[config.mk]
export PLATFORM = sky130hd
export DESIGN_NAME = nibble_serial_adder_ctrl
export DESIGN_NICKNAME = d
export VERILOG_FILES = /design/src/rtl/nibble_serial_adder_ctrl.sv
export SDC_FILE = /design/constraint.sdc
export NUM_CORES = 1
export LEC_CHECK = 0
export ABC_AREA = 1
export BUFFER_PORTS_ARGS = -buffer_cell sky130_fd_sc_hd__buf_2
export CORE_AREA = 2 2 65 67
export DETAILED_ROUTE_END_ITERATION = 6
export DIE_AREA = 0 0 67 69
export PLACE_DENSITY = 0.73
export SYNTH_ARGS = -nofsm -noshare
export SYNTH_HDL_FRONTEND = slang
export SYNTH_SLANG_ARGS = --single-unit
export TNS_END_PERCENT = 50
[constraint.sdc]
create_clock -name clk -period 3 [get_ports clk]
set_input_delay 0.3 -clock clk [delete_from_list [all_inputs] [get_ports clk]]
set_output_delay 0.3 -clock clk [all_outputs]
set_load 0.03 [all_outputs]
[src/rtl/nibble_serial_adder_ctrl.sv]
// Wide adder that reuses one 4-bit ripple slice over WIDTH/4 cycles with a start/busy/done handshake.
// Optional subtract path is enabled by defining SUB_EN.
module nibble_serial_adder_ctrl #(
  parameter int WIDTH = 8
) (
  input  logic             clk,
  input  logic             reset,
  input  logic             start,
  input  logic             op,
  input  logic [WIDTH-1:0] a,
  input  logic [WIDTH-1:0] b,
  input  logic             cin,
  output logic             busy,
  output logic             done,
  output logic [WIDTH-1:0] result,
  output logic             cout,
  output logic             ovf
);

  localparam int NIB = WIDTH / 4;
  localparam int CW  = (NIB > 1) ? $clog2(NIB) : 1;
  localparam logic [CW-1:0] CNT_LAST = CW'(NIB - 1);
  localparam logic [CW-1:0] CNT_ONE  = CW'(1);

  typedef enum logic [1:0] {IDLE = 2'd0, RUN = 2'd1, DONE = 2'd2} state_t;

  state_t           state_r, state_s;
  logic [WIDTH-1:0] a_sh_r, a_sh_s, b_sh_r, b_sh_s, acc_r, acc_s;
  logic [WIDTH-1:0] result_r, result_s, b_eff_s;
  logic [CW-1:0]    cnt_r, cnt_s;
  logic             carry_r, carry_s, cin_eff_s;
  logic             cout_r, cout_s, ovf_r, ovf_s, busy_r, done_r;
  logic [4:0]       slice_s;

  // Shared FA_4 slice: bit-by-bit ripple, returns {carry_out, sum[3:0]}
  function automatic logic [4:0] fa4(input logic [3:0] x, input logic [3:0] y, input logic ci);
    logic [4:0] r;
    logic       c;
    c = ci;
    for (int i = 0; i < 4; i++) begin
      r[i] = x[i] ^ y[i] ^ c;
      c    = (x[i] & y[i]) | (c & (x[i] ^ y[i]));
    end
    r[4] = c;
    return r;
  endfunction

`ifdef SUB_EN
  assign b_eff_s   = op ? ~b : b;
  assign cin_eff_s = op ? 1'b1 : cin;
`else
  logic unused_op_s;
  assign b_eff_s     = b;
  assign cin_eff_s   = cin;
  assign unused_op_s = op;
`endif

  // Next-state and datapath: one nibble per RUN cycle, outputs captured on the final pass
  always_comb begin
    state_s  = state_r;
    a_sh_s   = a_sh_r;
    b_sh_s   = b_sh_r;
    acc_s    = acc_r;
    carry_s  = carry_r;
    cnt_s    = cnt_r;
    result_s = result_r;
    cout_s   = cout_r;
    ovf_s    = ovf_r;
    slice_s  = fa4(a_sh_r[3:0], b_sh_r[3:0], carry_r);
    case (state_r)
      IDLE: begin
        if (start) begin
          a_sh_s  = a;
          b_sh_s  = b_eff_s;
          carry_s = cin_eff_s;
          acc_s   = {WIDTH{1'b0}};
          cnt_s   = {CW{1'b0}};
          state_s = RUN;
        end else begin
          state_s = IDLE;
        end
      end
      RUN: begin
        acc_s   = {slice_s[3:0], acc_r[WIDTH-1:4]};
        carry_s = slice_s[4];
        a_sh_s  = a_sh_r >> 3'd4;
        b_sh_s  = b_sh_r >> 3'd4;
        cnt_s   = cnt_r + CNT_ONE;
        if (cnt_r == CNT_LAST) begin
          // On the last pass the low nibble holds the operands' top bits
          state_s  = DONE;
          result_s = acc_s;
          cout_s   = slice_s[4];
          ovf_s    = (a_sh_r[3] == b_sh_r[3]) && (slice_s[3] != a_sh_r[3]);
        end else begin
          state_s = RUN;
        end
      end
      DONE:    state_s = IDLE;
      default: state_s = IDLE;
    endcase
  end

  // State, datapath and registered handshake outputs
  always_ff @(posedge clk) begin
    if (reset) begin
      state_r  <= IDLE;
      a_sh_r   <= {WIDTH{1'b0}};
      b_sh_r   <= {WIDTH{1'b0}};
      acc_r    <= {WIDTH{1'b0}};
      carry_r  <= 1'b0;
      cnt_r    <= {CW{1'b0}};
      result_r <= {WIDTH{1'b0}};
      cout_r   <= 1'b0;
      ovf_r    <= 1'b0;
      busy_r   <= 1'b0;
      done_r   <= 1'b0;
    end else begin
      state_r  <= state_s;
      a_sh_r   <= a_sh_s;
      b_sh_r   <= b_sh_s;
      acc_r    <= acc_s;
      carry_r  <= carry_s;
      cnt_r    <= cnt_s;
      result_r <= result_s;
      cout_r   <= cout_s;
      ovf_r    <= ovf_s;
      busy_r   <= (state_s == RUN);
      done_r   <= (state_s == DONE);
    end
  end

  assign busy   = busy_r;
  assign done   = done_r;
  assign result = result_r;
  assign cout   = cout_r;
  assign ovf    = ovf_r;

endmodule
Word-level counts from Yosys, hierarchy flattened
Index checks and enable logic that the tools add are counted.
{ "totals": {"reg_bits": 40, "in_bits": 21, "wordCells": 56} }
{ "classes": {"n_addsub": 1, "n_eq_ne": 6, "mux": 13, "n_bitwise": 20, "reduce_logical": 5} }
{ "op_table": {"columns": ["cell", "n"], "rows": [
  ["one-hot mux 8 bit (2 select lines)", 3],
  ["two-way mux 8 bit", 3],
  ["AND 1 bit", 8],
  ["bitwise XOR 1 bit", 8],
  ["== test 2 x 1 -> 1 bit (second input constant)", 2],
  ["OR 1 bit", 4],
  ["one-hot mux 1 bit (2 select lines)", 2],
  ["one-hot mux 2 bit (2 select lines)", 1],
  ["AND reduction 2 bit", 2],
  ["two-way mux 1 bit", 3],
  ["== test 2 bit (second input constant)", 1],
  ["logical NOT 2 bit", 1],
  ["two-way mux 2 bit", 1],
  ["!= test 2 bit (second input constant)", 1],
  ["nonzero test 2 bit", 1],
  ["adder 1 bit (second input constant)", 1],
  ["== test 1 bit", 1],
  ["logical AND 1 bit", 1],
  ["!= test 1 bit", 1]
]} }

Longest topological paths before layout
{ "logic_depth": {"ltp_word": 10, "ltp_mapped": 12, "mapped_depth_nobuf": 12} }

Worst setup path after synthesis
OpenSTA, ideal clock, no wires.
{ "synth_timing": {"path_kind": "flip-flop to flip-flop", "startpoint": "reg a_sh_r[0]", "endpoint": "reg ovf_r (netlist: ovf)", "setup_time_ns": 0.111, "t_arrival_ns": 2.303, "required_ns": 2.889, "path_slack_ns": 0.586, "stages_incl_launch_ff": 13, "synth_period_minus_slack_ns": 2.414, "cell_sequence": "dfxtp_1 -> inv_1 -> fa_1 -> fa_1 -> fa_1 -> inv_1 -> fa_1 -> inv_1 -> nand2_1 -> nand3_1 -> nand2_1 -> inv_1 -> nor2_1"} }
{ "synth_via": {"elab_chain_len": 10, "word_cells_on_any_way": 11, "classes_between": "eq/ne: 1; bitwise: 9; reduce/logical: 1"} }
{ "synth_lines": {"columns": ["item", "line", "source"], "rows": [
  ["start: declaration", "28", "logic [WIDTH-1:0] a_sh_r, a_sh_s, b_sh_r, b_sh_s, acc_r, acc_s;"],
  ["start signal: assignment", "108", "a_sh_r <= {WIDTH{1'b0}};"],
  ["start signal: assignment", "120", "a_sh_r <= a_sh_s;"],
  ["bitwise XOR 1 bit", "42", "c = (x[i] & y[i]) | (c & (x[i] ^ y[i]));"],
  ["AND 1 bit", "42", null],
  ["OR 1 bit (*)", "42", null],
  ["AND 1 bit (*)", "42", null],
  ["OR 1 bit (*)", "42", null],
  ["AND 1 bit (*)", "42", null],
  ["OR 1 bit (*)", "42", null],
  ["bitwise XOR 1 bit (*)", "41", "r[i] = x[i] ^ y[i] ^ c;"],
  ["named net slice_s[3]", "33", "logic [4:0] slice_s;"],
  ["!= test 1 bit (*)", "94", "ovf_s = (a_sh_r[3] == b_sh_r[3]) && (slice_s[3] != a_sh_r[3]);"],
  ["logical AND 1 bit (*)", "94", null],
  ["end signal: assignment", "127", "ovf_r <= ovf_s;"],
  ["end: declaration", "32", "logic cout_r, cout_s, ovf_r, ovf_s, busy_r, done_r;"]
]} }
The timed path passes the listed nets; every way through them passes the cells marked *.
A chain may end at the register's enable or synchronous reset.

Worst setup path in the final report
Same ends and word-level chain as after synthesis.

==> flow_summary_export.csv <==
group,metric,value,unit
outcome,outcome,"finished, final reports clean",
pwr,p_leak,0.957,nW
global_routing,grt_start_max_net_pins,32,
floorplan,fp.dieW,67,um
final_layout,n_antenna_cell,0,
floorplan,placementRows,23,
worst_setup_path,end_kind,"flip-flop",
global_routing,gr-total-overflow,0,
global_routing,antenna_found_initial,0,
clocking,root_buffer,"clkbuf_8",
worst_setup_path,critPathLaunchType,"flip-flop",
route,vias_per_cell,4.54,
route,drt_iter0_markers,62,
timing,timing.final.hold_violations,0,
floorplan,io_pins,33,
timing,setup_violations,0,
final_layout,drive_gt1_share,21.3,%
timing,skew,0.00885,ns
clocking,cts_num_sinks,36,
place,hpwl,2170,um
final_layout,final_common_cell,"nand2_1",
final_layout,syn2layout_area_growth,13.0,%
floorplan,dieArea,4620,um2
final_layout,final_cells,304,
yosys,netlist_area,1690,um2
clocking,numCtsBuffers,5,
place,place.gp.congestion,0.770,
pwr,ir_drop,0.297,mV
global_routing,grt_pass1_wl,5340,um
place,dpl.cell_count,296,
yosys,seq_area_frac_synth,42.7,%
worst_setup_path,reg2reg_slack,0.50,ns
worst_setup_path,critPathKind,"reg2reg",
yosys,syn_nets,253,
timing,tightest_slew,0.758,ns
final_layout,finalInstanceArea,1910,um2
timing,timing.final.crit_period,2.50,ns
worst_setup_path,critical_path_arrival,2.71,ns
route,drt-total-wl,3180,um
place,dpl_cell_area,1810,um2
job,maxCapViolations,0,
route,vias,1379,
worst_setup_path,cp_data_required_time,3.20,ns
clocking,clk_path_buf_depth,2,
clocking,cts_setup_buffers,0,
pwr,p_total,1.07,mW
clocking,hold_buffers,0,
route,wl_per_cell,10.5,um
clocking,clk_transition_reported_paths,0.08,ns
yosys,yosys_warnings,0,
floorplan,fp.dieH,69,um
clocking,clock_latency,0.30,ns
pwr,p_per_area,563,nW/um2
timing,slew_headroom,49.3,%
yosys,synth_cells,227,
timing,fin_crit_sh,83.5,%
global_routing,grt_pass1_vias,1209,
clocking,cts_tree,"done",
yosys,synth-seq-cells,36,
place,place.port_buffers,31,
route,dr.pass1.iters,4,
clocking,cts_resized,0,
timing,maxSlewViolCount,0,
global_routing,grt_usage,15.1,%
route,route.detailed.drc,0,
yosys,syn_avg_cell_area,7.44,um2
worst_setup_path,cp_max_fo,3,
yosys,synth_cell_types,23,
timing,setup_tns,0,ns
final_layout,layout_common_cells,"nand2_1 (65), dfxtp_1 (36), buf_2 (31), nor2_1 (29), inv_1 (26)",
clocking,htreeDepth,2,
floorplan,core_area,3910,um2
route,antenna_left,0,
timing,rsz0062_at_grt,"no",
timing,max_freq,399,MHz
floorplan,start_util,43.1,%
final_layout,layout.nets,279,
min_path,holdCritPathClass,"in2reg",
-- routing by layer --
| layer | up-vias | global-route usage [%] | routed length (um) | part of all wire, % |
|---|---|---|---|---|
| met1 | 596 | 19.9 | 1530 | 48 |
| met5 | - | 0 | 0 | 0 |
| met3 | 6 | 5.87 | 157 | 4.9 |
| met4 | 0 | 5.44 | 55 | 1.7 |
| li1 | 744 | - | - | - |
| met2 | 33 | 22.3 | 1440 | 45 |
-- Yosys cell counts (all sizes together) --
library cell | number | area, um2
nand2 | 72 | 293
clkinv | 1 | 16.3
nor2 | 31 | 126
ha | 1 | 12.5
inv | 27 | 101
clkbuf | 2 | 8.75
buf | 10 | 82.6
fa | 4 | 80.1
o21ai | 5 | 36.3
dfxtp | 36 | 721
a21oi | 15 | 82.6
nand3 | 23 | 128
-- layout make-up --
cell class	instances	area, um2
clock inverter	2	10.0
clock buffer	6	82.6
fill	425	2010
multi-input combinational	151	758
timing repair buffer	31	155
tap	50	62.6
inverter	28	118
sequential	36	721
-- through the flow --
| step | hold WS, ns | setup WS (ns) | util (%) |
|---|---|---|---|
| floorplan | 0.439 | 0.586 | - |
| global placement | 0.452 | 0.523 | 46.4 |
| detailed placement | 0.453 | 0.493 | 46.4 |
| CTS | 0.260 | 0.482 | 48.7 |
| global route | 0.267 | 0.377 | 48.7 |
| finish | 0.272 | 0.495 | 48.7 |
-- kinds of logic after synthesis --
logic type	synth area share (%)
simple gates	32.4
compound gates	7.04
buf+inv	12.4
flops	42.7
fa+ha+maj	5.49
-- worst paths after layout --
check / endpoint / depth (start not counted) / from
hold reg to reg: acc_r[6] / 2 / acc_r[6]
setup reg to reg: ovf / 12 / a_sh_r[0]
hold / removal: a_sh_r[6] / 3 / a[6]
setup / recovery: ovf / 12 / a_sh_r[0]
-- power by group --
| group | switching, mW | total (mW) | internal, mW |
|---|---|---|---|
| clock | 0.176 | 0.359 | 0.183 |
| combinational | 0.119 | 0.186 | 0.0670 |
| sequential | 0.0203 | 0.529 | 0.509 |
-- registers in the layout, indices dropped and copies added (netlist names) --
| name | count |
|---|---|
| acc_r | 4 |
| busy | 1 |
| a_sh_r | 8 |
| b_sh_r | 8 |
| cout | 1 |
| ovf | 1 |
| cnt_r | 1 |
| carry_r | 1 |
| state_r | 2 |
| done | 1 |
| result | 8 |
-- worst max-delay path, cell delays in order (launching register included) --
cell	delay, ns
dfxtp_1	0.31
inv_1	0.06
fa_1	0.44
fa_1	0.39
fa_1	0.36
inv_1	0.07
fa_1	0.45
inv_1	0.09
nand2_1	0.05
nand3_1	0.06
nand2_1	0.05
inv_1	0.05
nor2_1	0.03
(Power assumes the default switching activity.)
